===== src/rtl/comp_arbiter.sv =====
`default_nettype none
// ============================================================================
// Module   : comp_arbiter
// Brief    : Round-robin arbiter/sequencer sharing one pipelined integer
//            comparator (din1 <= din2) among NUM_REQ tree-node evaluators.
//            Winning operands are registered onto the comparator inputs and
//            a {valid, id} tag travels alongside the comparator pipeline so
//            each result returns to its requester 1 + CMP_LAT cycles after
//            the grant.
// Options  : COMP_ARB_STATS_EN - adds saturating grant_cnt / stall_cnt
//            outputs (32 bits each).
// Revision : 1.0 - initial release
// ============================================================================
module comp_arbiter #(
  parameter int NUM_REQ = 4,
  parameter int WIDTH   = 24,
  parameter int CMP_LAT = 2
) (
  input  logic                     clk,
  input  logic                     rst_n,
  input  logic                     en,
  input  logic [NUM_REQ-1:0]       req_valid,
  output logic [NUM_REQ-1:0]       req_ready,
  input  logic [NUM_REQ*WIDTH-1:0] req_din1,
  input  logic [NUM_REQ*WIDTH-1:0] req_din2,
  output logic [WIDTH-1:0]         cmp_din1,
  output logic [WIDTH-1:0]         cmp_din2,
  input  logic                     cmp_le,
  input  logic [WIDTH-1:0]         cmp_diff,
  output logic [NUM_REQ-1:0]       rsp_valid,
  output logic                     rsp_le,
  output logic [WIDTH-1:0]         rsp_diff,
`ifdef COMP_ARB_STATS_EN
  output logic [31:0]              grant_cnt,
  output logic [31:0]              stall_cnt,
`endif
  output logic                     busy
);

  localparam int c_ID_W = (NUM_REQ > 1) ? $clog2(NUM_REQ) : 1;
  localparam logic [c_ID_W-1:0] c_LAST_ID = c_ID_W'(NUM_REQ - 1);
  localparam logic [c_ID_W:0]   c_NUM_EXT = (c_ID_W + 1)'(NUM_REQ);

  // Unpacked views of the per-requester operand buses
  logic [WIDTH-1:0] w_din1_arr [NUM_REQ];
  logic [WIDTH-1:0] w_din2_arr [NUM_REQ];

  generate
    for (genvar gi = 0; gi < NUM_REQ; gi++) begin : g_unpack
      assign w_din1_arr[gi] = req_din1[gi*WIDTH +: WIDTH];
      assign w_din2_arr[gi] = req_din2[gi*WIDTH +: WIDTH];
    end
  endgenerate

  // Arbitration state and issue registers
  logic [c_ID_W-1:0]  r_rr_ptr;
  logic [WIDTH-1:0]   r_cmp_din1;
  logic [WIDTH-1:0]   r_cmp_din2;

  // Tag pipe: stage 0 is aligned with the registered operands, stage
  // CMP_LAT is aligned with the comparator outputs.
  logic [CMP_LAT:0]   r_tag_vld;
  logic [c_ID_W-1:0]  r_tag_id [CMP_LAT+1];

  // Arbitration intermediates
  logic [c_ID_W:0]    w_scan;
  logic [c_ID_W-1:0]  w_scan_id;
  logic [c_ID_W-1:0]  w_grant_id;
  logic               w_found;
  logic [NUM_REQ-1:0] w_grant;
  logic               w_xfer;
  logic [c_ID_W-1:0]  w_rr_next;

  // Pick the first valid requester at or after the round-robin pointer
  always_comb begin
    w_grant    = '0;
    w_grant_id = '0;
    w_found    = 1'b0;
    w_scan     = '0;
    w_scan_id  = '0;
    for (int k = 0; k < NUM_REQ; k++) begin
      w_scan = {1'b0, r_rr_ptr} + (c_ID_W + 1)'(k);
      if (w_scan >= c_NUM_EXT) begin
        w_scan = w_scan - c_NUM_EXT;
      end
      w_scan_id = w_scan[c_ID_W-1:0];
      if (!w_found && en && req_valid[w_scan_id]) begin
        w_found    = 1'b1;
        w_grant_id = w_scan_id;
      end
    end
    if (w_found) begin
      w_grant[w_grant_id] = 1'b1;
    end
  end

  // A grant is only ever given to a valid requester, so a grant is a transfer
  assign w_xfer    = w_found;
  assign req_ready = w_grant;
  assign w_rr_next = (w_grant_id == c_LAST_ID) ? '0 : w_grant_id + c_ID_W'(1);

  // Round-robin pointer moves just past the most recent winner
  always_ff @(posedge clk or negedge rst_n) begin
    if (!rst_n) begin
      r_rr_ptr <= '0;
    end else if (w_xfer) begin
      r_rr_ptr <= w_rr_next;
    end
  end

  // Issue stage: capture winner operands, hold them on idle cycles
  always_ff @(posedge clk or negedge rst_n) begin
    if (!rst_n) begin
      r_cmp_din1 <= '0;
      r_cmp_din2 <= '0;
    end else if (w_xfer) begin
      r_cmp_din1 <= w_din1_arr[w_grant_id];
      r_cmp_din2 <= w_din2_arr[w_grant_id];
    end
  end

  assign cmp_din1 = r_cmp_din1;
  assign cmp_din2 = r_cmp_din2;

  // Tag pipe shifts every cycle in lock-step with the comparator pipeline
  always_ff @(posedge clk or negedge rst_n) begin
    if (!rst_n) begin
      r_tag_vld <= '0;
      for (int s = 0; s <= CMP_LAT; s++) begin
        r_tag_id[s] <= '0;
      end
    end else begin
      r_tag_vld[0] <= w_xfer;
      r_tag_id[0]  <= w_grant_id;
      for (int s = 1; s <= CMP_LAT; s++) begin
        r_tag_vld[s] <= r_tag_vld[s-1];
        r_tag_id[s]  <= r_tag_id[s-1];
      end
    end
  end

  // Route the comparator result to the requester named by the last tag
  always_comb begin
    rsp_valid = '0;
    rsp_le    = 1'b0;
    rsp_diff  = '0;
    if (r_tag_vld[CMP_LAT]) begin
      rsp_valid[r_tag_id[CMP_LAT]] = 1'b1;
      rsp_le                       = cmp_le;
      rsp_diff                     = cmp_diff;
    end
  end

  assign busy = |r_tag_vld;

`ifdef COMP_ARB_STATS_EN
  logic [31:0] r_grant_cnt;
  logic [31:0] r_stall_cnt;
  logic        w_stall;

  // A stall is a cycle with pending requests but no grant (en low)
  assign w_stall = (|req_valid) && !w_xfer;

  // Saturating transfer counter
  always_ff @(posedge clk or negedge rst_n) begin
    if (!rst_n) begin
      r_grant_cnt <= '0;
    end else if (w_xfer && (r_grant_cnt != 32'hFFFF_FFFF)) begin
      r_grant_cnt <= r_grant_cnt + 32'd1;
    end
  end

  // Saturating stall counter
  always_ff @(posedge clk or negedge rst_n) begin
    if (!rst_n) begin
      r_stall_cnt <= '0;
    end else if (w_stall && (r_stall_cnt != 32'hFFFF_FFFF)) begin
      r_stall_cnt <= r_stall_cnt + 32'd1;
    end
  end

  assign grant_cnt = r_grant_cnt;
  assign stall_cnt = r_stall_cnt;
`endif

endmodule
`default_nettype wire


===== config.mk =====
export PLATFORM = sky130hd
export DESIGN_NAME = comp_arbiter
export DESIGN_NICKNAME = d
export VERILOG_FILES = /design/src/rtl/comp_arbiter.sv
export SDC_FILE = /design/constraint.sdc
export NUM_CORES = 1
export LEC_CHECK = 0
export BUFFER_PORTS_ARGS = -buffer_cell sky130_fd_sc_hd__buf_4
export CORE_AREA = 2 2 118 120
export CTS_CLUSTER_SIZE = 25
export DETAILED_ROUTE_END_ITERATION = 10
export DIE_AREA = 0 0 120 122
export PLACE_DENSITY_LB_ADDON = 0.25
export SYNTH_ARGS = -nofsm -noshare
export SYNTH_HDL_FRONTEND = slang
export SYNTH_SLANG_ARGS = --single-unit

===== constraint.sdc =====
create_clock -name clk -period 2.1 [get_ports clk]
set_input_delay 0.42 -clock clk [delete_from_list [all_inputs] [get_ports clk]]
set_output_delay 0.42 -clock clk [all_outputs]
set_load 0.1 [all_outputs]

==> results of run 1 <==
[layer usage]
| metal | GRT usage, % | part of all wire [%] | up-vias |
|---|---|---|---|
| met2 | 38.8 | 52 | 210 |
| met5 | 0 | 0 | - |
| li1 | - | - | 2360 |
| met1 | 24.7 | 40 | 2279 |
| met4 | 5.81 | 1.6 | 0 |
| met3 | 5.10 | 6.7 | 16 |
[Yosys cell counts, drive strengths merged]
cell type	number	area, sq um
o31ai	48	370
nor4	1	12.5
nor2b	2	12.5
and3b	2	17.5
and3	98	613
nand2	52	211
a211o	1	8.76
a211oi	96	731
or3	1	6.26
clkbuf	35	131
o2111ai	2	30.0
o32ai	1	8.76
o41ai	1	16.3
nand2b	2	12.5
nor3b	1	7.51
buf	19	109
nor2	2	7.51
nor3	2	15.0
inv	4	15.0
o21ai	4	23.8
dfrtp	59	1480
a21oi	3	15.0
and2	25	156
[timing repair]
| item | 4_1_cts | 5_1_grt |
|---|---|---|
| pin swaps | 4 | 7 |
| gates resized for setup | 20 | 4 |
| gates cloned | 0 | 1 |
| setup buffers | 3 | 1 |
| hold buffers | 0 | 0 |
| setup endpoints to repair | 5 | 40 |
[power groups by stage]
| stage | Clock, uW | Sequential, uW | Combinational, uW |
|---|---|---|---|
| 3_5_place_dp | 0 | 1740 | 5790 |
| 4_1_cts | 1660 | 1730 | 5880 |
| 3_3_place_gp | 0 | 1730 | 5740 |
| 6_report | 1600 | 1730 | 5910 |
| 5_1_grt | 1700 | 1780 | 6180 |
| 2_1_floorplan | 0 | 4040 | 1910 |
[registers in the layout, indices dropped and copies added (netlist names)]
| name | flops |
|---|---|
| cmp_din2 | 24 |
| cmp_din1 | 24 |
| r_tag_id | 6 |
| r_rr_ptr | 2 |
| r_tag_vld | 3 |
[worst max path at each step]
stage                             from            to  slack (ns)  cells after the start
after floorplan           req_valid[3]  req_ready[0]       -0.32                      6
after global placement              en  req_ready[2]       -0.13                      7
after detailed placement  req_valid[3]  req_ready[2]       -0.20                      7
after CTS                  r_rr_ptr[1]  req_ready[2]       -0.25                      6
after global routing       r_rr_ptr[1]  req_ready[2]       -0.29                      6
final                      r_rr_ptr[1]  req_ready[2]       -0.21                      6
[cell type report]
cell class | count | area, sq um
clock buffers | 12 | 256
clock inverters | 4 | 72.6
fillers | 1287 | 6310
inverters | 4 | 17.5
multi-input cells | 344 | 2410
flip-flops and latches | 59 | 1480
well taps | 180 | 225
repair buffers | 347 | 2730
[cells by family (layout without fill, tap and decap cells)]
kind of cell,Yosys count,in the layout,share of synthesized area (%)
flops,59,59,36.8
buf+inv,58,367,6.37
compound gates,156,156,30.0
simple gates,188,188,26.8
[through the flow]
| stage | util (%) | hold slack (ns) |
|---|---|---|
| finish | 53.3 | 0.167 |
| global route | 53.3 | 0.235 |
| CTS | 52.9 | 0.205 |
| detailed placement | 49.7 | 0.335 |
| global placement | 49.7 | 0.332 |
| floorplan | - | 0.124 |
==> impl_metrics.toml, run 1 <==
[yosys]
ys_warn_count = 0
synth-seq-area-share_pct = 36.8
synthCells = 461
synth_cell_type_count = 32
syn-cell-area_sq_um = 4010
ys_ff_latch = 59
synth_area_per_cell_sq_um = 8.69
syn-num-nets = 685

[floorplan]
die_x_um = 120
start_util_pct = 29.7
rows = 43
die_area_sq_um = 14600
num_io_pins = 306
coreArea_sq_um = 13500
die_h_um = 122

[worst_setup_path]
end_kind = "primary output"
crit_path_top_delay_cell = "dfrtp_1"
rrSetupSlack_ns = 0.14
critPathLaunchType = "flop"
crit_path_max_incr_delay_ns = 0.40
cpMostUsedCell = "buf_12"
arrival_ns = 1.89
path_cells = "and3b_2 -> nor4_4 -> o21ai_4 -> buf_12 -> nor3_4 -> buf_12"
path_class = "flop to primary output"
worst-path-buf-inv = 2
regToRegEndpoint = "cmp_din2[20]"
cp_top_family = "simple AND/OR/NAND/NOR gates"
cp_data_required_time_ns = 1.68
rr_worst_depth = 9
critical_path_peak_fanout = 4
reg2reg_from = "r_rr_ptr[1]"

[cells_and_area]
n_antenna_cell = 0
final_cell_area_sq_um = 7190
fin_cells = 950
final_nets = 989
drive_above_1_share_pct = 50.1
final_cell_mix = "buf_4, and3_1, a211oi_1"
area_growth_syn_to_layout_pct = 79.5
final_common_cell = "buf_4"

[run]
timing.max_cap.violations = 0

[pwr]
power_uw = 9240
p_int_uw = 4300
power_per_cell_area_nw_per_um2 = 1280
p_comb_share_pct = 63.9
seqPwrFrac_pct = 18.7
peakVddDrop_mv = 0.625
p_leak_uw = 0.00355
clkPwrFrac_pct = 17.3
switching_share_pct = 53.4
switchingPower_uw = 4940

[cts]
clockBufferDepth = 2
cts_tree = "done"
root_buffer = "clkbuf_16"
numCtsBuffers = 9
cts_max_level = 3
clk_latency_ns = 0.32
clkTransAtPathRegs_ns = 0.05
clock-sinks = 59

[sta]
timing.final.crit_share_pct = 110
fin_skew_ns = 0.00485
drv_slew = 0
worstMarginPinSlew_ns = 0.787
slew-limit-headroom_pct = 47.5
post-route-min-period_ns = 2.31
setup_tns_ns = -0.605
max_freq_mhz = 433
hold_viol = 0
rsz0062_at_grt = "true"
finalSetupViolations = 4
fin_ws_ns = -0.208

[place]
placed_area_sq_um = 6710
place.gp.congestion = 0.930
dp_cells = 929
port_buffers = 305
dp_hpwl_um = 12400
place_ws_ns = -0.202

[routing]
drtAntennaViolNets = 0
routed_wl_um = 16300
wl_per_cell_um = 17.2
drt_iter0_drc = 185
drt_drc_violations_left = 0
viasPerCell = 5.12
dr_total_vias = 4865
drtPass1Iterations = 4

[hold_path]
hold_path.class = "input port to asynchronous set/reset pin"

[grt]
grt_pass1_vias = 4732
overflow = 0
grt.total_usage_pct = 21.2
grt_pass1_wl_um = 24600
antenna_found_initial = 0
grt_max_degree = 60

[run_status]
status = "complete, but fails checks"
violations = "negative setup slack"
(Power assumes the default switching activity.)
==> inputs of run 2 (changes only) <==
--- a/config.mk
+++ b/config.mk
@@ -5,7 +5,7 @@
 export SDC_FILE = /design/constraint.sdc
 export NUM_CORES = 1
 export LEC_CHECK = 0
-export BUFFER_PORTS_ARGS = -buffer_cell sky130_fd_sc_hd__buf_4
+export BUFFER_PORTS_ARGS = -buffer_cell sky130_fd_sc_hd__clkbuf_2
 export CORE_AREA = 2 2 118 120
 export CTS_CLUSTER_SIZE = 25
 export DETAILED_ROUTE_END_ITERATION = 10
==> run 2 against run 1 <==
  * The flow still finishes with violations (negative setup slack)
  * Sequential power about the same
  * Combinational power fell by 7.6%
  * Utilization is 5.2 points lower
  * Power is 3.6% lower
  * Wire length is 7.4% lower
  * Fmax decreased by 2.4%
  * Critical path depth did not move
  * Die area did not move
  * Non-clock buffer count decreased by 6
  * First-iteration DRC count fell by 3.8%
==> impl_metrics.toml, run 2 (synthesized netlist as in run 1, its figures left out) <==
[cts]
clockBufferDepth = 2
clk_latency_ns = 0.32
cts-hold-fix-buffers = 0
root_buffer = "clkbuf_16"
numCtsBuffers = 9
clock-sinks = 59
cts_tree = "done"
cts_max_level = 3
clkTransAtPathRegs_ns = 0.06

[routing]
routed_wl_um = 15100
drtPass1Iterations = 4
dr_total_vias = 4764
drt_iter0_drc = 178
wl_per_cell_um = 16.0
viasPerCell = 5.05
drt_drc_violations_left = 0
drtAntennaViolNets = 0

[worst_setup_path]
worst-path-stages = 6
critPathLaunchType = "flop"
crit_path_max_incr_delay_ns = 0.45
reg2reg_from = "r_rr_ptr[1]"
rrSetupSlack_ns = 0.11
path_class = "flop to primary output"
critical_path_peak_fanout = 5
cp_data_required_time_ns = 1.68
regToRegEndpoint = "cmp_din2[15]"
worst-path-buf-inv = 2
startpoint = "r_rr_ptr[1]"
cp_top_family = "simple AND/OR/NAND/NOR gates"
crit_path_end = "req_ready[2]"
arrival_ns = 1.94
rr_worst_depth = 7
crit_path_top_delay_cell = "dfrtp_2"
path_cells = "and3b_2 -> nor4_4 -> o21ai_4 -> buf_6 -> nor3_4 -> buf_12"
end_kind = "primary output"

[floorplan]
die_h_um = 122
rows = 43
coreArea_sq_um = 13500
num_io_pins = 306
die_area_sq_um = 14600
die_x_um = 120
start_util_pct = 29.7

[cells_and_area]
final_cell_mix = "clkbuf_2, and3_1, a211oi_1"
final_nets = 983
fin_util_pct = 48.1
n_antenna_cell = 0
area_growth_syn_to_layout_pct = 62.0
final_common_cell = "clkbuf_2"
fillCellCount = 1323
drive_above_1_share_pct = 49.6

[sta]
fin_skew_ns = 0.0114
post-route-min-period_ns = 2.36
setup_tns_ns = -0.839
finalSetupViolations = 4
fin_ws_ns = -0.264
slew-limit-headroom_pct = 60.1
worstMarginPinSlew_ns = 0.599
drv_slew = 0
timing.final.crit_share_pct = 113
rsz0062_at_grt = "true"
max_freq_mhz = 423
hold_viol = 0

[pwr]
peakVddDrop_mv = 0.560
p_leak_uw = 0.00336
power_per_cell_area_nw_per_um2 = 1370

[hold_path]
hold_path.class = "input port to asynchronous set/reset pin"

[place]
dp_hpwl_um = 11700
place.gp.congestion = 0.923
port_buffers = 305

[run_status]
violations = "negative setup slack"
status = "complete, but fails checks"

[grt]
overflow = 0
antenna_found_initial = 0
grt.total_usage_pct = 19.7
grt_pass1_wl_um = 23100
grt_pass1_vias = 4618
grt_max_degree = 43

[run]
timing.max_cap.violations = 0
run 2: cell types whose count changed in the layout (fill, tap and decap cells not counted), sizes merged:
cell / before / now
clkinvlp: 1 / 0
bufinv: 2 / 3
buf: 346 / 70
clkinv: 1 / 2
clkbuf: 13 / 282
run 2: worst min path at each step:
stage | start | depth (start not counted) | slack, ns | end
after detailed placement | r_tag_id[4] | 0 | 0.33 | r_tag_id[2]
after global placement | r_tag_id[5] | 0 | 0.33 | r_tag_id[3]
final | rst_n | 1 | 0.10 | cmp_din1[18]
after floorplan | rst_n | 0 | 0.12 | cmp_din1[0]
after global routing | rst_n | 1 | 0.14 | cmp_din1[18]
after CTS | rst_n | 1 | 0.11 | cmp_din1[18]
run 2: repair_timing:
item,CTS,global route
setup buffers,0,1
pin swaps,3,1
endpoints found under the setup margin,7,35
resized for setup,3,6
run 2: cell type report:
| class | count | area [sq um] | share of cell area (%) |
|---|---|---|---|
| Inverter | 4 | 15.0 | 0.231 |
| Timing Repair Buffer | 341 | 2030 | 31.2 |
| Sequential cell | 59 | 1480 | 22.8 |
| Multi-Input combinational cell | 344 | 2400 | 37.0 |
| Tap cell | 180 | 225 | 3.47 |
| Clock buffer | 11 | 243 | 3.74 |
| Clock inverter | 5 | 100 | 1.54 |
run 2: power breakdown:
group | switching (uW) | internal, uW
logic | 4160 | 1300
registers | 230 | 1510
clock network | 526 | 1190
run 2: metrics by stage:
step | power (uW) | worst slack (ns) | instances | hold WS, ns | instance area, sq um
detailed placement | 7200 | -0.112 | 927 | 0.335 | 6100
global route | 9320 | -0.350 | 944 | 0.137 | 6490
finish | 8910 | -0.264 | 944 | 0.102 | 6490
CTS | 8950 | -0.252 | 943 | 0.108 | 6460
floorplan | 5950 | -0.318 | 461 | 0.124 | 4110
global placement | 7140 | -0.0344 | 927 | 0.334 | 6100
run 2: metal layers:
metal | wire length [um] | share of wire (%) | GRT usage [%]
met5 | 0 | 0 | 0
met4 | 299 | 2.0 | 6.18
met3 | 959 | 6.4 | 4.12
met2 | 7710 | 51 | 35.9
met1 | 6140 | 41 | 23.2
==> inputs of run 3 (changes only) <==
--- a/config.mk
+++ b/config.mk
@@ -6,10 +6,13 @@
 export NUM_CORES = 1
 export LEC_CHECK = 0
 export BUFFER_PORTS_ARGS = -buffer_cell sky130_fd_sc_hd__clkbuf_2
-export CORE_AREA = 2 2 118 120
+export CELL_PAD_IN_SITES_DETAIL_PLACEMENT = 1
+export CELL_PAD_IN_SITES_GLOBAL_PLACEMENT = 2
+export CORE_ASPECT_RATIO = 1.1
+export CORE_MARGIN = 2
+export CORE_UTILIZATION = 21
 export CTS_CLUSTER_SIZE = 25
 export DETAILED_ROUTE_END_ITERATION = 10
-export DIE_AREA = 0 0 120 122
 export PLACE_DENSITY_LB_ADDON = 0.25
 export SYNTH_ARGS = -nofsm -noshare
 export SYNTH_HDL_FRONTEND = slang
==> run 3 against run 2 <==
  * The run still ends with negative setup slack left
  * Wire length is 21% higher
  * Cell area is 5.7% higher
  * Register-to-register slack improved by 0.02 ns
  * Utilization fell by 12 points
  * Fmax rose by 1.4%
  * Hold slack got worse by 0.018 ns
  * Sequential share of layout area down 1.3 points
  * Die area grew 38%
  * Critical path type unchanged
  * Largest power group unchanged
==> impl_metrics.toml, run 3 (synthesized netlist as in run 1, its figures left out) <==
[sta]
hold_viol = 0
fin_skew_ns = 0.00524
slew-limit-headroom_pct = 60.2
worstMarginPinSlew_ns = 0.597
setup_tns_ns = -0.636
post-route-min-period_ns = 2.33
rsz0062_at_grt = "true"
drv_slew = 0
fin_ws_ns = -0.230
timing.final.crit_share_pct = 111
finalSetupViolations = 4
max_freq_mhz = 429

[grt]
grt_max_degree = 60
antenna_found_initial = 0
grt_pass1_vias = 5350
overflow = 0
grt_pass1_wl_um = 28600
grt.total_usage_pct = 18.0

[cells_and_area]
area_growth_syn_to_layout_pct = 71.3
fin_util_pct = 36.3
final_cell_area_sq_um = 6860
final_cell_mix = "clkbuf_2, and3_1, a211oi_1"
fin_cells = 1011
n_antenna_cell = 0
final_nets = 983
drive_above_1_share_pct = 49.6
final_common_cell = "clkbuf_2"

[worst_setup_path]
arrival_ns = 1.91
critical_path_peak_fanout = 5
cp_top_family = "simple AND/OR/NAND/NOR gates"
end_kind = "primary output"
cp_data_required_time_ns = 1.68
crit_path_top_delay_cell = "dfrtp_1"
regToRegEndpoint = "cmp_din1[3]"
rrSetupSlack_ns = 0.13
path_class = "flop to primary output"
worst-path-buf-inv = 2
rr_worst_depth = 7
path_cells = "and3b_2 -> nor4_4 -> o21ai_4 -> buf_4 -> a21oi_4 -> buf_12"
critPathLaunchType = "flop"
crit_path_max_incr_delay_ns = 0.42
reg2reg_from = "r_rr_ptr[0]"

[cts]
clock-sinks = 59
clk_latency_ns = 0.33
numCtsBuffers = 9
cts-hold-fix-buffers = 0
root_buffer = "clkbuf_16"
cts_max_level = 3
clkTransAtPathRegs_ns = 0.05
clockBufferDepth = 2
cts_tree = "done"

[routing]
drt_iter0_drc = 147
dr_total_vias = 4887
drtPass1Iterations = 4
routed_wl_um = 18300
drtAntennaViolNets = 0
wl_per_cell_um = 18.1
viasPerCell = 4.83
drt_drc_violations_left = 0

[pwr]
power_uw = 8870
power_per_cell_area_nw_per_um2 = 1290
p_leak_uw = 0.00343
peakVddDrop_mv = 0.557

[run]
timing.max_cap.violations = 0

[run_status]
status = "complete, but fails checks"
violations = "negative setup slack"

[hold_path]
hold_path.class = "input port to asynchronous set/reset pin"

[place]
place.gp.congestion = 0.763
dp_hpwl_um = 14300
dp_cells = 992
placed_area_sq_um = 6500
port_buffers = 305

[floorplan]
rows = 53
die_x_um = 136
die_area_sq_um = 20200
num_io_pins = 306
start_util_pct = 21.2
die_h_um = 149
coreArea_sq_um = 18900
## run 3: worst register-to-register path, stage by stage, from the launching register on
cell	delay, ns
dfrtp_1	0.42
and3b_2	0.25
nor4_4	0.27
o21ai_4	0.14
buf_4	0.16
buf_4	0.23
a211oi_1	0.28
o31ai_1	0.10
## run 3: timing repair
item / 4_1_cts / 5_1_grt
cloned: 0 / 0
pin swaps: 1 / 1
resized for setup: 2 / 9
buffers inserted: 2 / 3
endpoints found under the setup margin: 4 / 21
## run 3: cell type report
type / instances / area, sq um
clock inverters: 5 / 52.6
inverters: 4 / 17.5
clock buffers: 11 / 243
well taps: 247 / 309
flip-flops and latches: 59 / 1480
repair buffers: 341 / 2350
fillers: 2302 / 12000
multi-input cells: 344 / 2410
## run 3: worst max path at each step
stage                  from      endpoint  slack (ns)  cells after the start
6_report        r_rr_ptr[0]  req_ready[3]       -0.23                      6
3_3_place_gp             en  req_ready[3]       -0.04                      7
2_1_floorplan  req_valid[3]  req_ready[0]       -0.32                      6
4_1_cts         r_rr_ptr[0]  req_ready[3]       -0.26                      6
5_1_grt         r_rr_ptr[0]  req_ready[3]       -0.30                      6
3_5_place_dp   req_valid[3]   cmp_din1[6]       -0.07                      8
## run 3: stage by stage
step	hold WS [ns]	setup WS, ns
4_1_cts	0.0978	-0.257
3_5_place_dp	0.336	-0.0735
3_3_place_gp	0.334	-0.0363
5_1_grt	0.111	-0.302
2_1_floorplan	0.124	-0.318
6_report	0.0840	-0.230
## run 3: metal layers
layer,share of wire [%],vias to the layer above,track usage [%]
li1,-,2345,-
met1,39,2312,20.5
met2,52,201,32.9
met3,6.9,29,3.74
met4,2.5,0,6.98
met5,0,-,0
## run 3: power by group
| group | internal [uW] | switching, uW | total, uW |
|---|---|---|---|
| Combinational | 1390 | 4270 | 5660 |
| Clock | 944 | 541 | 1490 |
| Sequential | 1510 | 213 | 1720 |
| Total | 3840 | 5020 | 8870 |
